### config.mk
export PLATFORM = sky130hd
export DESIGN_NAME = disparity_search_ctrl
export DESIGN_NICKNAME = d
export VERILOG_FILES = /design/src/rtl/disparity_search_ctrl.sv
export SDC_FILE = /design/constraint.sdc
export NUM_CORES = 1
export LEC_CHECK = 0
export BUFFER_PORTS_ARGS = -buffer_cell sky130_fd_sc_hd__buf_2
export CAP_MARGIN = 15
export CORE_ASPECT_RATIO = 1.4
export CORE_UTILIZATION = 51
export DETAILED_ROUTE_END_ITERATION = 10
export PLACE_DENSITY = 0.69
export SLEW_MARGIN = 15
export SYNTH_ARGS = -nofsm -noshare
export SYNTH_HDL_FRONTEND = slang
export SYNTH_SLANG_ARGS = --single-unit
### constraint.sdc
create_clock -name clock -period 3.85 [get_ports clock]
set_clock_uncertainty 0.1 [all_clocks]
set_input_delay 0.1925 -clock clock [delete_from_list [all_inputs] [get_ports clock]]
set_output_delay 0.1925 -clock clock [all_outputs]
set_load 0.01 [all_outputs]
### src/rtl/disparity_search_ctrl.sv
// Per-pixel disparity sweep controller: issues candidates 0..MAX_DISP-1, keeps a running minimum
// of the returned window sums. Define DISP_CONF_EN to add second-best tracking and the low_conf flag.
module disparity_search_ctrl #(
    parameter int MAX_DISP    = 64,
    parameter int DISP_W      = 6,
    parameter int WS_W        = 14,
    parameter int CONF_MARGIN = 16
) (
    input  logic              clock,
    input  logic              reset_n,
    input  logic              pix_valid,
    output logic              pix_ready,
    output logic              cand_valid,
    input  logic              cand_ready,
    output logic [DISP_W-1:0] cand_disp,
    input  logic              ws_valid,
    input  logic [WS_W-1:0]   ws_in,
    output logic              res_valid,
    input  logic              res_ready,
    output logic [DISP_W-1:0] disparity,
    output logic [WS_W-1:0]   window_sum,
    output logic              low_conf,
    output logic              busy
);

    // One extra bit so counters can hold MAX_DISP when MAX_DISP == 2**DISP_W.
    localparam int CNT_W = DISP_W + 1;
    localparam logic [CNT_W-1:0]  LAST_CNT  = CNT_W'(MAX_DISP - 1);
    localparam logic [DISP_W-1:0] LAST_DISP = DISP_W'(MAX_DISP - 1);

    typedef enum logic [1:0] {IDLE, SWEEP, DRAIN, RESULT} state_t;

    state_t            state_reg, state_next;
    logic              cand_valid_reg;
    logic [DISP_W-1:0] cand_disp_reg;
    logic [CNT_W-1:0]  issue_cnt_reg, rcv_cnt_reg;
    logic [WS_W-1:0]   best_ws_reg, best_ws_next;
    logic [DISP_W-1:0] best_disp_reg, best_disp_next;
    logic [DISP_W-1:0] disparity_reg;
    logic [WS_W-1:0]   window_sum_reg;

    logic pix_hs, cand_hs, last_cand, ws_acc, last_ret, take_new;

    assign pix_hs    = pix_valid && (state_reg == IDLE);
    assign cand_hs   = cand_valid_reg && cand_ready;
    assign last_cand = cand_hs && (cand_disp_reg == LAST_DISP);
    // Returns beyond what has been issued (or outside a sweep) are stale and dropped.
    assign ws_acc    = ws_valid && ((state_reg == SWEEP) || (state_reg == DRAIN))
                       && (rcv_cnt_reg < issue_cnt_reg);
    assign last_ret  = ws_acc && (rcv_cnt_reg == LAST_CNT);
    assign take_new  = ws_acc && ((rcv_cnt_reg == '0) || (ws_in < best_ws_reg));

    always_ff @(posedge clock or negedge reset_n) begin
        if (!reset_n) begin
            state_reg <= IDLE;
        end else begin
            state_reg <= state_next;
        end
    end

    always_comb begin
        state_next = state_reg;
        case (state_reg)
            IDLE:   if (pix_valid) state_next = SWEEP;
            SWEEP:  if (last_cand) state_next = last_ret ? RESULT : DRAIN;
            DRAIN:  if (last_ret) state_next = RESULT;
            RESULT: if (res_ready) state_next = IDLE;
            default: state_next = IDLE;
        endcase
    end

    always_comb begin
        pix_ready = 1'b0;
        res_valid = 1'b0;
        busy      = 1'b1;
        case (state_reg)
            IDLE: begin
                pix_ready = 1'b1;
                busy      = 1'b0;
            end
            RESULT:  res_valid = 1'b1;
            default: ;
        endcase
    end

    always_ff @(posedge clock or negedge reset_n) begin
        if (!reset_n) begin
            cand_valid_reg <= 1'b0;
            cand_disp_reg  <= '0;
            issue_cnt_reg  <= '0;
            rcv_cnt_reg    <= '0;
        end else if (pix_hs) begin
            cand_valid_reg <= 1'b1;
            cand_disp_reg  <= '0;
            issue_cnt_reg  <= '0;
            rcv_cnt_reg    <= '0;
        end else begin
            if (cand_hs) begin
                cand_disp_reg <= cand_disp_reg + 1'b1;
                issue_cnt_reg <= issue_cnt_reg + 1'b1;
            end
            if (last_cand) cand_valid_reg <= 1'b0;
            if (ws_acc) rcv_cnt_reg <= rcv_cnt_reg + 1'b1;
        end
    end

    // Strict less-than keeps the lower disparity on ties.
    always_comb begin
        best_ws_next   = best_ws_reg;
        best_disp_next = best_disp_reg;
        if (take_new) begin
            best_ws_next   = ws_in;
            best_disp_next = rcv_cnt_reg[DISP_W-1:0];
        end
    end

    always_ff @(posedge clock or negedge reset_n) begin
        if (!reset_n) begin
            best_ws_reg    <= '0;
            best_disp_reg  <= '0;
            disparity_reg  <= '0;
            window_sum_reg <= '0;
        end else begin
            best_ws_reg   <= best_ws_next;
            best_disp_reg <= best_disp_next;
            if (last_ret) begin
                disparity_reg  <= best_disp_next;
                window_sum_reg <= best_ws_next;
            end
        end
    end

`ifdef DISP_CONF_EN
    logic [WS_W-1:0] second_ws_reg, second_ws_next;
    logic [WS_W:0]   gap_next;
    logic            low_conf_reg;

    // The first return only seeds the best; second-best stays at all-ones until beaten.
    always_comb begin
        second_ws_next = second_ws_reg;
        if (ws_acc && (rcv_cnt_reg != '0)) begin
            if (ws_in < best_ws_reg) begin
                second_ws_next = best_ws_reg;
            end else if (ws_in < second_ws_reg) begin
                second_ws_next = ws_in;
            end
        end
        gap_next = {1'b0, second_ws_next} - {1'b0, best_ws_next};
    end

    always_ff @(posedge clock or negedge reset_n) begin
        if (!reset_n) begin
            second_ws_reg <= '1;
            low_conf_reg  <= 1'b0;
        end else begin
            if (pix_hs) begin
                second_ws_reg <= '1;
            end else begin
                second_ws_reg <= second_ws_next;
            end
            if (last_ret) low_conf_reg <= (gap_next < (WS_W+1)'(CONF_MARGIN));
        end
    end

    assign low_conf = low_conf_reg;
`else
    assign low_conf = 1'b0;
`endif

    assign cand_valid = cand_valid_reg;
    assign cand_disp  = cand_disp_reg;
    assign disparity  = disparity_reg;
    assign window_sum = window_sum_reg;

endmodule

Word-level counts from Yosys, hierarchy flattened
Index checks and enable logic that the tools add are counted.

Output and inout bits: 31. Flip-flop bits (word level): 63. Word-level logic and storage cells: 57. Input port bits: 20.

Reductions and logical operators: 15. Order comparisons: 2. Mux-type cells: 19. Add/sub/neg operators: 3. Equal/unequal tests: 9.

Operators by type and width (count): 2-to-1 mux 7 bit (4); 2-to-1 mux 6 bit (3); adder 7 x 1 -> 7 bit, second input constant (2); less-than comparator 14 bit (1); 2-to-1 mux 14 bit (1); 2-to-1 mux 2 bit (4); inequality test 2 bit, second input constant (4); one-hot mux 2 bit (4 select lines) (1); == test 7 x 6 -> 1 bit, second input constant (1); logical AND 1 bit (7); zero test 7 bit (1); less-than comparator 7 bit (1); adder 6 x 1 -> 6 bit, second input constant (1); == test 6 bit, second input constant (1); 2-to-1 mux 1 bit (6); nonzero test 2 bit (3); == test 2 bit, second input constant (2); AND reduction 4 bit (1); == test 2 x 1 -> 1 bit, second input constant (1); zero test 2 bit (1); logical OR 1 bit (2).

Logic depth before layout (Yosys ltp)
Depth after elaboration: 8. Depth in mapped cells: 9. Gate-level depth less buffers: 8.

Least setup slack after synthesis
OpenSTA, ideal clock, no wires.

Path type: reg-to-reg. Start: register rcv_cnt_reg[5]. End: register window_sum_reg[0] (netlist: window_sum[0]). Period minus slack after synthesis: 2.741 ns. Buffers on the path: 1. Arrival time: 2.513 ns. Cell stages (with the launch flop): 9. Data required time: 3.622 ns. Slack: 1.109 ns. Setup time: 0.128 ns. Cells stage by stage: dfrtp_1 ha_1 a21o_1 a211oi_1 o21ai_1 a211oi_4 buf_6 mux2_4 mux2_1.

Cells in the longest elaborated chain, start to end: 4. Elaborated cells between the ends (all ways): 8. Classes of those cells: order compare: 1; eq/ne: 1; mux: 1; reduce/logical: 5.

Ends and longest elaborated chain: start, declared (RTL line 36) `logic [CNT_W-1:0] issue_cnt_reg, rcv_cnt_reg;`; start signal, assigned (RTL line 103) `if (ws_acc) rcv_cnt_reg <= rcv_cnt_reg + 1'b1;`; less-than comparator 7 bit or zero test 7 bit (tied branches) (RTL line 49, 51); logical AND 1 bit or logical OR 1 bit (tied branches) (RTL line 49, 51); logical AND 1 bit (*) (RTL line 51) `assign take_new = ws_acc && ((rcv_cnt_reg == '0) || (ws_in < best_ws_reg));`; 2-to-1 mux 14 bit (*) (RTL line 111) `if (take_new) begin`; net best_ws_next[0] (RTL line 37) `logic [WS_W-1:0] best_ws_reg, best_ws_next;`; end signal, assigned (RTL line 128) `window_sum_reg <= best_ws_next;`; end, declared (RTL line 40) `logic [WS_W-1:0] window_sum_reg;`.

The timed path passes the listed nets; every way through them passes the cells marked *. A chain may end at the register's enable or synchronous reset.

Worst setup path in the final report
Start: register rcv_cnt_reg[5]. End: register window_sum_reg[3] (netlist: window_sum[3]).

The elaborated chain is that of the path after synthesis.

==> flow_summary.json <==
{
  "outcome": "complete, no violations",
  "drcViolationCount": 0,
  "nets": 392,
  "crit_type": "reg -> reg",
  "vias": 2277,
  "grt_remaining_overflow": 0,
  "syn_to_final_growth_pct": 18.4,
  "fin_crit_sh_pct": 80.0,
  "grt_pass1_wl_mm": 10.5,
  "end_kind": "flop",
  "routed_via_density": 5.41,
  "ys.flop_type": "dfrtp_1",
  "postSynthCellCount": 282,
  "crit_family": "compound AO/OA/AOI/OAI gates",
  "num_antenna_cells": 0,
  "grt.total_usage_pct": 20.9,
  "slew_viol_final": 0,
  "cts_inserted_buffers": 9,
  "p_switching_w": 0.000922,
  "min_period_ns": 3.08,
  "cts_resized": 0,
  "netlist_area_um2": 3260,
  "die_area_um2": 6720,
  "slowest_stage": "dfrtp_1",
  "dr.pass1.iters": 4,
  "fp-row-count": 34,
  "rsz0062_at_grt": "no",
  "synth_nets": 329,
  "crit_buf_inv": 1,
  "synth-seq-cells": 63,
  "max_slew_margin_pct": 47.9,
  "switching_share_pct": 34.9,
  "cts_max_path_buffers": 2,
  "synth.largest_area_cell": "dfrtp_1",
  "tritoncts": "built",
  "hp-class": "in -> reg",
  "finalHoldViolations": 0,
  "pwr-share-comb_pct": 40.4,
  "clkTransAtPathRegs_ns": 0.07,
  "power_frac_clock_pct": 23.6,
  "crit_fanout": 14,
  "fmax_mhz": 325,
  "post_cts_buffers": 0,
  "ctsHtreeMaxLevel": 3,
  "cp-start-kind": "flop",
  "gp_congestion": 0.756,
  "drv_cap": 0,
  "drtIter0Drc": 94,
  "wirelength_mm": 6.35,
  "die_width_um": 69.6,
  "power_density_nw_per_um2": 685,
  "die_y_um": 96.6,
  "antenna_found_initial": 0,
  "ys_seq_area_share_pct": 48.4,
  "cts.sink_count": 63,
  "dp_hpwl_mm": 4.55,
  "cts_hold_buf": 7,
  "worst_slew_pin_slew_ns": 0.782,
  "cp.arrival_ns": 3.20,
  "wl_per_cell_um": 15.1,
  "async_reset_ff_share_pct": 100,
  "finalSetupViolCount": 0,
  "cts_root_buf": "clkbuf_8",
  "clk_latency_ns": 0.34,
  "fin_util_pct": 62.1,
  "synth_top_area_share_pct": 48.4,
  "p_leak_nw": 2.02,
  "crit_path_max_incr_delay_ns": 0.44,
  "tns_ns": 0,
  "ant_nets": 0,
  "coreArea_um2": 6210,
  "critPathRequiredTime_ns": 3.97,
  "p_seq_share_pct": 36.0,
  "power_w": 0.00265,
  "cp_cell_sequence": "ha_1, a21o_1, a211oi_1, o21ai_1, a211oi_4, buf_4, mux2_4, mux2_1",
  "ys.warnings.count": 0,
  "p_int_w": 0.00172,
  "synth.distinct_cells": 45,
  "start_util_pct": 52.5,
  "syn_avg_cell_area_um2": 11.6,
  "io_buffers": 49,
  "peakVddDrop_uv": 393,
  "io-pin-count": 51,
  "synth_area_leaders": "dfrtp_1 (48%), ha_1 (10%), mux2_4 (7.4%)",
  "grt_pass1_vias": 2286,
  "grt_max_degree": 36,
  "drive_gt1_share_pct": 26.6,
  "synth_edf_count": 0
}
worst paths after layout:
kind	start	to	slack [ns]	depth (start not counted)
max	rcv_cnt_reg[5]$_DFFE_PN0P_	window_sum[3]$_DFFE_PN0P_	0.77	8
min	ws_in[2]	best_ws_reg[2]$_DFF_PN0_	0.02	2
max reg2reg	rcv_cnt_reg[5]$_DFFE_PN0P_	window_sum[3]$_DFFE_PN0P_	0.77	8
min reg2reg	disparity[1]$_DFFE_PN0P_	disparity[1]$_DFFE_PN0P_	0.38	1
max in group asynchronous	reset_n	cand_disp[3]$_DFFE_PN0P_	2.39	3
min in group asynchronous	reset_n	best_ws_reg[1]$_DFF_PN0_	0.37	2
cells by family (layout without fill, tap and decap cells):
family	count (synthesis)	count (layout)	synth area share, %
xor gates and xnor gates	13	13	3.49
DFF	63	63	48.4
AOI/OAI and AO/OA	40	40	8.18
and+or+nand+nor	66	66	9.79
adders and majority gates	27	27	10.4
muxes	39	39	15.2
other	1	1	0.115
buffers and inverters	33	100	4.45
cell usage after synthesis (4+ instances only):
cell / n
a21oi_1: 16
dfrtp_1: 63
ha_1: 27
inv_1: 25
mux2_1: 16
mux2_2: 4
mux2_4: 16
nand2_1: 14
nand4_1: 7
nor2_1: 27
o21ai_0: 6
or3_1: 4
xnor2_1: 9
xor2_1: 4
layout by cell type, fill, tap and decap left out, drive strengths merged, types with 7 or more instances in the layout:
| cell type | n |
|---|---|
| dfrtp | 63 |
| mux2 | 36 |
| nor2 | 27 |
| dlygate4sd3 | 7 |
| nand2 | 14 |
| nand4 | 7 |
| ha | 27 |
| clkbuf | 11 |
| buf | 53 |
| inv | 25 |
| a21oi | 16 |
| xnor2 | 9 |
| o21ai | 8 |
through the flow:
stage	hold WS (ns)	setup WS [ns]	cell area [um^2]	cells
after global placement	0.195	0.822	3580	399
final	0.0221	0.769	3860	421
after global routing	0.00403	0.590	3860	421
after floorplan	-0.203	1.11	3260	282
after detailed placement	0.207	0.770	3580	399
after CTS	0.00221	0.751	3860	421
worst register-to-register path, delay by kind of cell (launching register included):
kind                       cells  cell delay, ns
muxes                          2            0.64
buffers and inverters          1            0.32
AOI/OAI and AO/OA              4            1.15
DFF                            1            0.44
adders and majority gates      1            0.32
metal layers:
metal / global-route usage, % / part of all wire [%]
met5: 0 / 0
met4: 10.4 / 2.1
met3: 6.33 / 2.8
met2: 36.7 / 52
met1: 23.4 / 43
cell type report:
type	count	area (um^2)
Inverter	25	93.8
Sequential cell	63	1580
Fill cell	543	2350
Clock buffer	11	141
Tap cell	72	90.1
Timing Repair Buffer	60	345
Clock inverter	4	70.1
Multi-Input combinational cell	186	1540
power by group through the flow:
stage                     clock, W  combinational (W)  sequential (W)
after floorplan                  0           0.000853        0.000935
after global placement           0            0.00103        0.000962
after detailed placement         0            0.00107        0.000962
after CTS                 0.000640            0.00108        0.000954
after global routing      0.000671            0.00121        0.000974
final                     0.000624            0.00107        0.000953
Power figures use the tool's default switching activity.
